## config.mk

```make
export PLATFORM = sky130hd
export DESIGN_NAME = mini_cpu_control
export DESIGN_NICKNAME = d
export VERILOG_FILES = /design/src/rtl/mini_cpu_pkg.sv /design/src/rtl/mini_cpu_decode.sv /design/src/rtl/mini_cpu_control.sv
export SDC_FILE = /design/constraint.sdc
export NUM_CORES = 1
export LEC_CHECK = 0
export CORE_MARGIN = 2
export CORE_UTILIZATION = 29
export CTS_CLUSTER_DIAMETER = 100
export CTS_CLUSTER_SIZE = 16
export DETAILED_ROUTE_END_ITERATION = 8
export GPL_TIMING_DRIVEN = 0
export PLACE_DENSITY = 0.56
export REMOVE_ABC_BUFFERS = 1
export SYNTH_ARGS = -nofsm -noshare
export SYNTH_HDL_FRONTEND = slang
export SYNTH_HIERARCHICAL = 1
export SYNTH_SLANG_ARGS = --single-unit
export TNS_END_PERCENT = 30
```

## constraint.sdc

```tcl
create_clock -name Clk -period 5.3 [get_ports Clk]
set_input_delay 0.795 -clock Clk [delete_from_list [all_inputs] [get_ports Clk]]
set_output_delay 0.795 -clock Clk [all_outputs]
set_load 0.05 [all_outputs]
```

## src/rtl/mini_cpu_pkg.sv

```systemverilog
// Shared constants for the mini CPU control slice: opcodes, ALU encodings,
// sequencer state encoding and field widths.
package mini_cpu_pkg;

   localparam int SEL_W      = 3;
   localparam int REG_ADDR_W = 2;
   localparam int ALU_OP_W   = 2;
   localparam int STATE_W    = 3;

   localparam logic [2:0] OP_NOP   = 3'd0;
   localparam logic [2:0] OP_LOAD  = 3'd1;
   localparam logic [2:0] OP_ADD   = 3'd2;
   localparam logic [2:0] OP_SUB   = 3'd3;
   localparam logic [2:0] OP_AND   = 3'd4;
   localparam logic [2:0] OP_STORE = 3'd5;
   localparam logic [2:0] OP_JZ    = 3'd6;
   localparam logic [2:0] OP_HALT  = 3'd7;

   localparam logic [ALU_OP_W-1:0] ALU_PASS = 2'd0;
   localparam logic [ALU_OP_W-1:0] ALU_ADD  = 2'd1;
   localparam logic [ALU_OP_W-1:0] ALU_SUB  = 2'd2;
   localparam logic [ALU_OP_W-1:0] ALU_AND  = 2'd3;

   localparam logic [STATE_W-1:0] ST_IDLE    = 3'd0;
   localparam logic [STATE_W-1:0] ST_FETCH   = 3'd1;
   localparam logic [STATE_W-1:0] ST_DECODE  = 3'd2;
   localparam logic [STATE_W-1:0] ST_EXECUTE = 3'd3;
   localparam logic [STATE_W-1:0] ST_HALT    = 3'd4;

   // Mux input 7 is reserved downstream; an instruction naming it is fatal.
   localparam logic [SEL_W-1:0] SEL_ILLEGAL = 3'd7;

   typedef enum logic [2:0] {
      CLS_NOP,
      CLS_ACC,
      CLS_STORE,
      CLS_JZ,
      CLS_HALT
   } op_class_e;

endpackage

```

## src/rtl/mini_cpu_decode.sv

```systemverilog
// Combinational instruction decoder: splits the IR into opcode class,
// operand select, ALU operation, register address and jump target.
module mini_cpu_decode
   import mini_cpu_pkg::*;
#(
   parameter int PC_W = 5
) (
   input  logic [7:0]            ir,
   output op_class_e             op_class,
   output logic [SEL_W-1:0]      sel,
   output logic [ALU_OP_W-1:0]   alu_op,
   output logic [REG_ADDR_W-1:0] reg_addr,
   output logic [PC_W-1:0]       jump_target,
   output logic                  illegal_sel
);

   logic [2:0] opcode;

   // NOTE: every output gets a default before the case so no path leaves a
   // signal unassigned, which would otherwise infer a latch.
   always_comb begin
      opcode      = ir[7:5];
      sel         = ir[2:0];
      reg_addr    = ir[4:3];
      jump_target = PC_W'(ir[4:0]);
      alu_op      = ALU_PASS;
      op_class    = CLS_NOP;
      case (opcode)
         OP_LOAD: begin
            op_class = CLS_ACC;
            alu_op   = ALU_PASS;
         end
         OP_ADD: begin
            op_class = CLS_ACC;
            alu_op   = ALU_ADD;
         end
         OP_SUB: begin
            op_class = CLS_ACC;
            alu_op   = ALU_SUB;
         end
         OP_AND: begin
            op_class = CLS_ACC;
            alu_op   = ALU_AND;
         end
         OP_STORE: op_class = CLS_STORE;
         OP_JZ:    op_class = CLS_JZ;
         OP_HALT:  op_class = CLS_HALT;
         default:  op_class = CLS_NOP;
      endcase
      illegal_sel = (op_class == CLS_ACC) && (ir[2:0] == SEL_ILLEGAL);
   end

endmodule

```

## src/rtl/mini_cpu_control.sv

```systemverilog
// Fetch/decode/execute sequencer for the 8-bit mini CPU. All outputs are
// registered. Define MINI_CPU_RETIRE_COUNT_EN to add the RetireCount output.
module mini_cpu_control
   import mini_cpu_pkg::*;
#(
   parameter int              PC_W     = 5,
   parameter logic [PC_W-1:0] RESET_PC = '0
) (
   input  logic                  Clk,
   input  logic                  Reset,
   input  logic                  Start,
   input  logic [7:0]            Instr,
   input  logic                  InstrValid,
   input  logic                  AccZero,
   output logic [PC_W-1:0]       PC,
   output logic                  InstrReq,
   output logic [SEL_W-1:0]      Sel,
   output logic [ALU_OP_W-1:0]   AluOp,
   output logic                  AccLoad,
   output logic                  RegWrite,
   output logic [REG_ADDR_W-1:0] RegAddr,
   output logic                  Halted,
   output logic                  IllegalSel
`ifdef MINI_CPU_RETIRE_COUNT_EN
   ,
   output logic [15:0]           RetireCount
`endif
);

   logic [STATE_W-1:0]    state_q,       state_d;
   logic [PC_W-1:0]       pc_q,          pc_d;
   logic [7:0]            ir_q,          ir_d;
   logic [SEL_W-1:0]      sel_q,         sel_d;
   logic [ALU_OP_W-1:0]   alu_op_q,      alu_op_d;
   logic [REG_ADDR_W-1:0] reg_addr_q,    reg_addr_d;
   logic                  instr_req_q,   instr_req_d;
   logic                  acc_load_q,    acc_load_d;
   logic                  reg_write_q,   reg_write_d;
   logic                  halted_q,      halted_d;
   logic                  illegal_sel_q, illegal_sel_d;

   op_class_e             dec_class;
   logic [SEL_W-1:0]      dec_sel;
   logic [ALU_OP_W-1:0]   dec_alu_op;
   logic [REG_ADDR_W-1:0] dec_reg_addr;
   logic [PC_W-1:0]       dec_jump_target;
   logic                  dec_illegal_sel;

   mini_cpu_decode #(
      .PC_W (PC_W)
   ) u_decode (
      .ir          (ir_q),
      .op_class    (dec_class),
      .sel         (dec_sel),
      .alu_op      (dec_alu_op),
      .reg_addr    (dec_reg_addr),
      .jump_target (dec_jump_target),
      .illegal_sel (dec_illegal_sel)
   );

   always_comb begin
      state_d       = state_q;
      pc_d          = pc_q;
      ir_d          = ir_q;
      sel_d         = sel_q;
      alu_op_d      = alu_op_q;
      reg_addr_d    = reg_addr_q;
      illegal_sel_d = illegal_sel_q;

      case (state_q)
         ST_IDLE: begin
            if (Start) state_d = ST_FETCH;
         end
         ST_FETCH: begin
            if (InstrValid) begin
               ir_d    = Instr;
               state_d = ST_DECODE;
            end
         end
         ST_DECODE: begin
            if (dec_class == CLS_HALT) begin
               state_d = ST_HALT;
            end else if (dec_illegal_sel) begin
               // Sel keeps its old value so input 7 never reaches the mux.
               illegal_sel_d = 1'b1;
               state_d       = ST_HALT;
            end else begin
               state_d = ST_EXECUTE;
               if (dec_class == CLS_ACC) begin
                  sel_d    = dec_sel;
                  alu_op_d = dec_alu_op;
               end
               if (dec_class == CLS_STORE) reg_addr_d = dec_reg_addr;
            end
         end
         ST_EXECUTE: begin
            if (dec_class == CLS_JZ && AccZero) pc_d = dec_jump_target;
            else                               pc_d = pc_q + PC_W'(1);
            state_d = ST_FETCH;
         end
         ST_HALT: state_d = ST_HALT;
         default: state_d = ST_IDLE;
      endcase

      // Strobes are registered from the next state so they line up exactly
      // with the cycle the FSM spends in FETCH / EXECUTE / HALT.
      instr_req_d = (state_d == ST_FETCH);
      acc_load_d  = (state_d == ST_EXECUTE) && (dec_class == CLS_ACC);
      reg_write_d = (state_d == ST_EXECUTE) && (dec_class == CLS_STORE);
      halted_d    = halted_q || (state_d == ST_HALT);
   end

   // NOTE: sequential state uses non-blocking assignments only, so every
   // flop samples the pre-edge value of its neighbours.
   always_ff @(posedge Clk or posedge Reset) begin
      if (Reset) begin
         state_q       <= ST_IDLE;
         pc_q          <= RESET_PC;
         ir_q          <= '0;
         sel_q         <= '0;
         alu_op_q      <= ALU_PASS;
         reg_addr_q    <= '0;
         instr_req_q   <= 1'b0;
         acc_load_q    <= 1'b0;
         reg_write_q   <= 1'b0;
         halted_q      <= 1'b0;
         illegal_sel_q <= 1'b0;
      end else begin
         state_q       <= state_d;
         pc_q          <= pc_d;
         ir_q          <= ir_d;
         sel_q         <= sel_d;
         alu_op_q      <= alu_op_d;
         reg_addr_q    <= reg_addr_d;
         instr_req_q   <= instr_req_d;
         acc_load_q    <= acc_load_d;
         reg_write_q   <= reg_write_d;
         halted_q      <= halted_d;
         illegal_sel_q <= illegal_sel_d;
      end
   end

   assign PC         = pc_q;
   assign InstrReq   = instr_req_q;
   assign Sel        = sel_q;
   assign AluOp      = alu_op_q;
   assign AccLoad    = acc_load_q;
   assign RegWrite   = reg_write_q;
   assign RegAddr    = reg_addr_q;
   assign Halted     = halted_q;
   assign IllegalSel = illegal_sel_q;

`ifdef MINI_CPU_RETIRE_COUNT_EN
   logic [15:0] retire_count_q, retire_count_d;

   always_comb begin
      retire_count_d = retire_count_q;
      if (state_q == ST_EXECUTE && retire_count_q != 16'hFFFF)
         retire_count_d = retire_count_q + 16'd1;
   end

   always_ff @(posedge Clk or posedge Reset) begin
      if (Reset) retire_count_q <= '0;
      else       retire_count_q <= retire_count_d;
   end

   assign RetireCount = retire_count_q;
`endif

endmodule

```

==> metrics.cfg <==
[status]
status = finished clean

[drt]
drtIter0Drc = 66
routedWlPerCell_um = 13.1
dr.pass1.iters = 4
routed_via_density = 4.63
vias = 936
drc = 0
wl_mm = 2.66
ant_nets = 0

[floorplanning]
fp.coreArea_um2 = 4720
die_h_um = 74.0
die-area_um2 = 5470
die_x_um = 74.0
start_util_pct = 30.1
fp-row-count = 25
ioPinCount = 30

[placement]
globalplace.congestion = 0.682
placed_cell_area_um2 = 1680
portBuffers = 29
dp_slack_ns = 2.67
hpwl_mm = 1.90

[synth]
ys_types = 37
netlist_area_um2 = 1420
yosysTopAreaCellShare_pct = 49.3
synth_edf_count = 0
synth-async-reset-ratio_pct = 100
syn_area_per_cell_um2 = 12.2
synth_ff_type = dfrtp_1
ys.warnings.count = 6
synth-seq-area-share_pct = 49.3
synthTopCellsByArea = dfrtp_1, mux2_2, buf_4
yosysTopAreaCell = dfrtp_1
synth_cells = 116
ys_ff_latch = 28

[worst_setup_path]
reg2reg_to = AluOp[1]$_DFFE_PP0P_
critPathArrivalTime_ns = 2.70
critPathLaunchType = flop
crit_type = reg2reg
rr_worst_depth = 5
reg2reg_from = ir_q[5]$_DFFE_PP0P_
rrSetupSlack_ns = 2.77
critPathRequiredTime_ns = 5.47
end_kind = flop
cp_max_fo = 8

[global_routing]
grt_antenna_before_repair = 0
grt-ovfl-total = 0
track_usage_pct = 10.4
grt_pass1_vias = 928
grt_max_degree = 29
grt_pass1_wl_mm = 4.30

[hold_path]
hold-path-endpoint = Halted$_DFF_PP0_
hp-class = reg2reg
hp-start = Halted$_DFF_PP0_
hold_depth = 2

[sta]
slew_headroom_pct = 29.6
setup-violations-final = 0
skew_ns = 0.00554
layout_setup_ws_ns = 2.77
hold_violations = 0
period_needed_ns = 2.53
rsz0062_at_grt = false
period_share_pct = 47.7
report.final.slew_viol_count = 0
tns_ns = 0
max_freq_mhz = 395
worst_pin_slew_ns = 1.05

[clocking]
cts_buffers = 3
cts_tree = yes
cts_root_buf = clkbuf_8
worstSkewPairLatency_ns = 0.28
cts.sinks = 28
postCtsHoldBufs = 0
cts_setup_buffers = 0
clock_path_buffers = 2
htree_num_levels = 1
cts_resized = 0
path_clk_slew_ns = 0.09

[power]
power_density_nw_per_um2 = 660
irDropWorstVdd_mv = 0.193
leakagePower_uw = 0.000739

[cells_and_area]
drive_gt1_share_pct = 20.7
area_growth_pct = 22.3
regArea_um2 = 701
nets = 150
fin_util_pct = 36.8
stdcell_area_um2 = 1740
multi_input_area_um2 = 588
nFillCells = 461
diodes = 0

[run]
maxCapViolations = 0

## cell type report
type | instances | share of cell area (%)
multi-input cells | 69 | 33.9
inverters | 5 | 1.08
flip-flops and latches | 28 | 40.3
repair buffers | 29 | 16.7
well taps | 67 | 4.83
clock buffers | 4 | 3.17
## kinds of logic after synthesis
group	synth area share, %
adders and majority gates	0.881
DFF	49.3
buffers and inverters	9.25
and+or+nand+nor	15.2
AOI/OAI and AO/OA	7.14
xor gates and xnor gates	1.23
muxes	17.0
## cell usage after synthesis (2+ instances only)
library cell / count
nor3_1: 2
nor3_2: 2
nor3b_1: 2
dfrtp_1: 28
mux2_2: 13
buf_6: 3
or4b_1: 2
mux2i_1: 2
nor2_1: 3
nand4_1: 2
mux2_4: 5
inv_1: 5
buf_4: 10
a21oi_1: 5
nand3_1: 3
nand2_1: 2
o22a_1: 3
nand2b_1: 4
o21ai_0: 2
## cell usage in the layout, fill, tap and decap left out, drive strengths merged, types with 2 or more instances in the layout
| cell | instances |
|---|---|
| nor2 | 3 |
| nand4 | 2 |
| mux2 | 18 |
| a21oi | 5 |
| dfrtp | 28 |
| or4b | 3 |
| nand3 | 3 |
| nor3 | 4 |
| o21ai | 2 |
| clkbuf | 4 |
| o22a | 3 |
| mux2i | 2 |
| clkdlybuf4s50 | 29 |
| nor3b | 3 |
| nand2 | 2 |
| inv | 5 |
| nand2b | 4 |
## worst max-delay path, stage by stage (launching register included)
cell     delay [ns]
dfrtp_1        0.48
nor3_2         0.26
nor3_2         0.10
or4b_4         0.55
or4b_1         0.67
mux2_4         0.37
## routing by layer
metal | global-route usage, % | part of all wire [%] | up-vias | wire, um
met4 | 4.24 | 1.9 | 0 | 51
met2 | 18.1 | 50 | 23 | 1320
met5 | 0 | 0 | - | 0
met3 | 2.03 | 5.0 | 5 | 134
li1 | - | - | 443 | -
met1 | 12.7 | 43 | 465 | 1160
## per-stage QoR
step / total power (uW) / hold WS, ns / instances
floorplan: 836 / 0.495 / 102
global placement: 1010 / 0.467 / 198
detailed placement: 1020 / 0.463 / 198
CTS: 1160 / 0.493 / 202
global route: 1220 / 0.524 / 202
finish: 1150 / 0.482 / 202
## registers in the layout, indices dropped and copies added, names as in the netlist, 2 cells and up
register  count
PC            5
RegAddr       2
AluOp         2
state_q       3
Sel           3
ir_q          8
## where the power goes
group	total, uW	internal [uW]	switching, uW
combinational	601	262	339
clock	132	66.6	65.9
sequential	412	309	103
## worst max-delay path by stage
stage / start / endpoint / slack, ns
3_5_place_dp: InstrValid / ir_q[6]$_DFFE_PP0P_ / 2.67
4_1_cts: ir_q[5]$_DFFE_PP0P_ / AluOp[1]$_DFFE_PP0P_ / 2.77
5_1_grt: ir_q[5]$_DFFE_PP0P_ / AluOp[1]$_DFFE_PP0P_ / 2.67
3_3_place_gp: InstrValid / ir_q[1]$_DFFE_PP0P_ / 2.72
2_1_floorplan: ir_q[5]$_DFFE_PP0P_ / AluOp[0]$_DFFE_PP0P_ / 2.92
6_report: ir_q[5]$_DFFE_PP0P_ / AluOp[1]$_DFFE_PP0P_ / 2.77
Note: power is estimated with default switching activity, not from simulation.
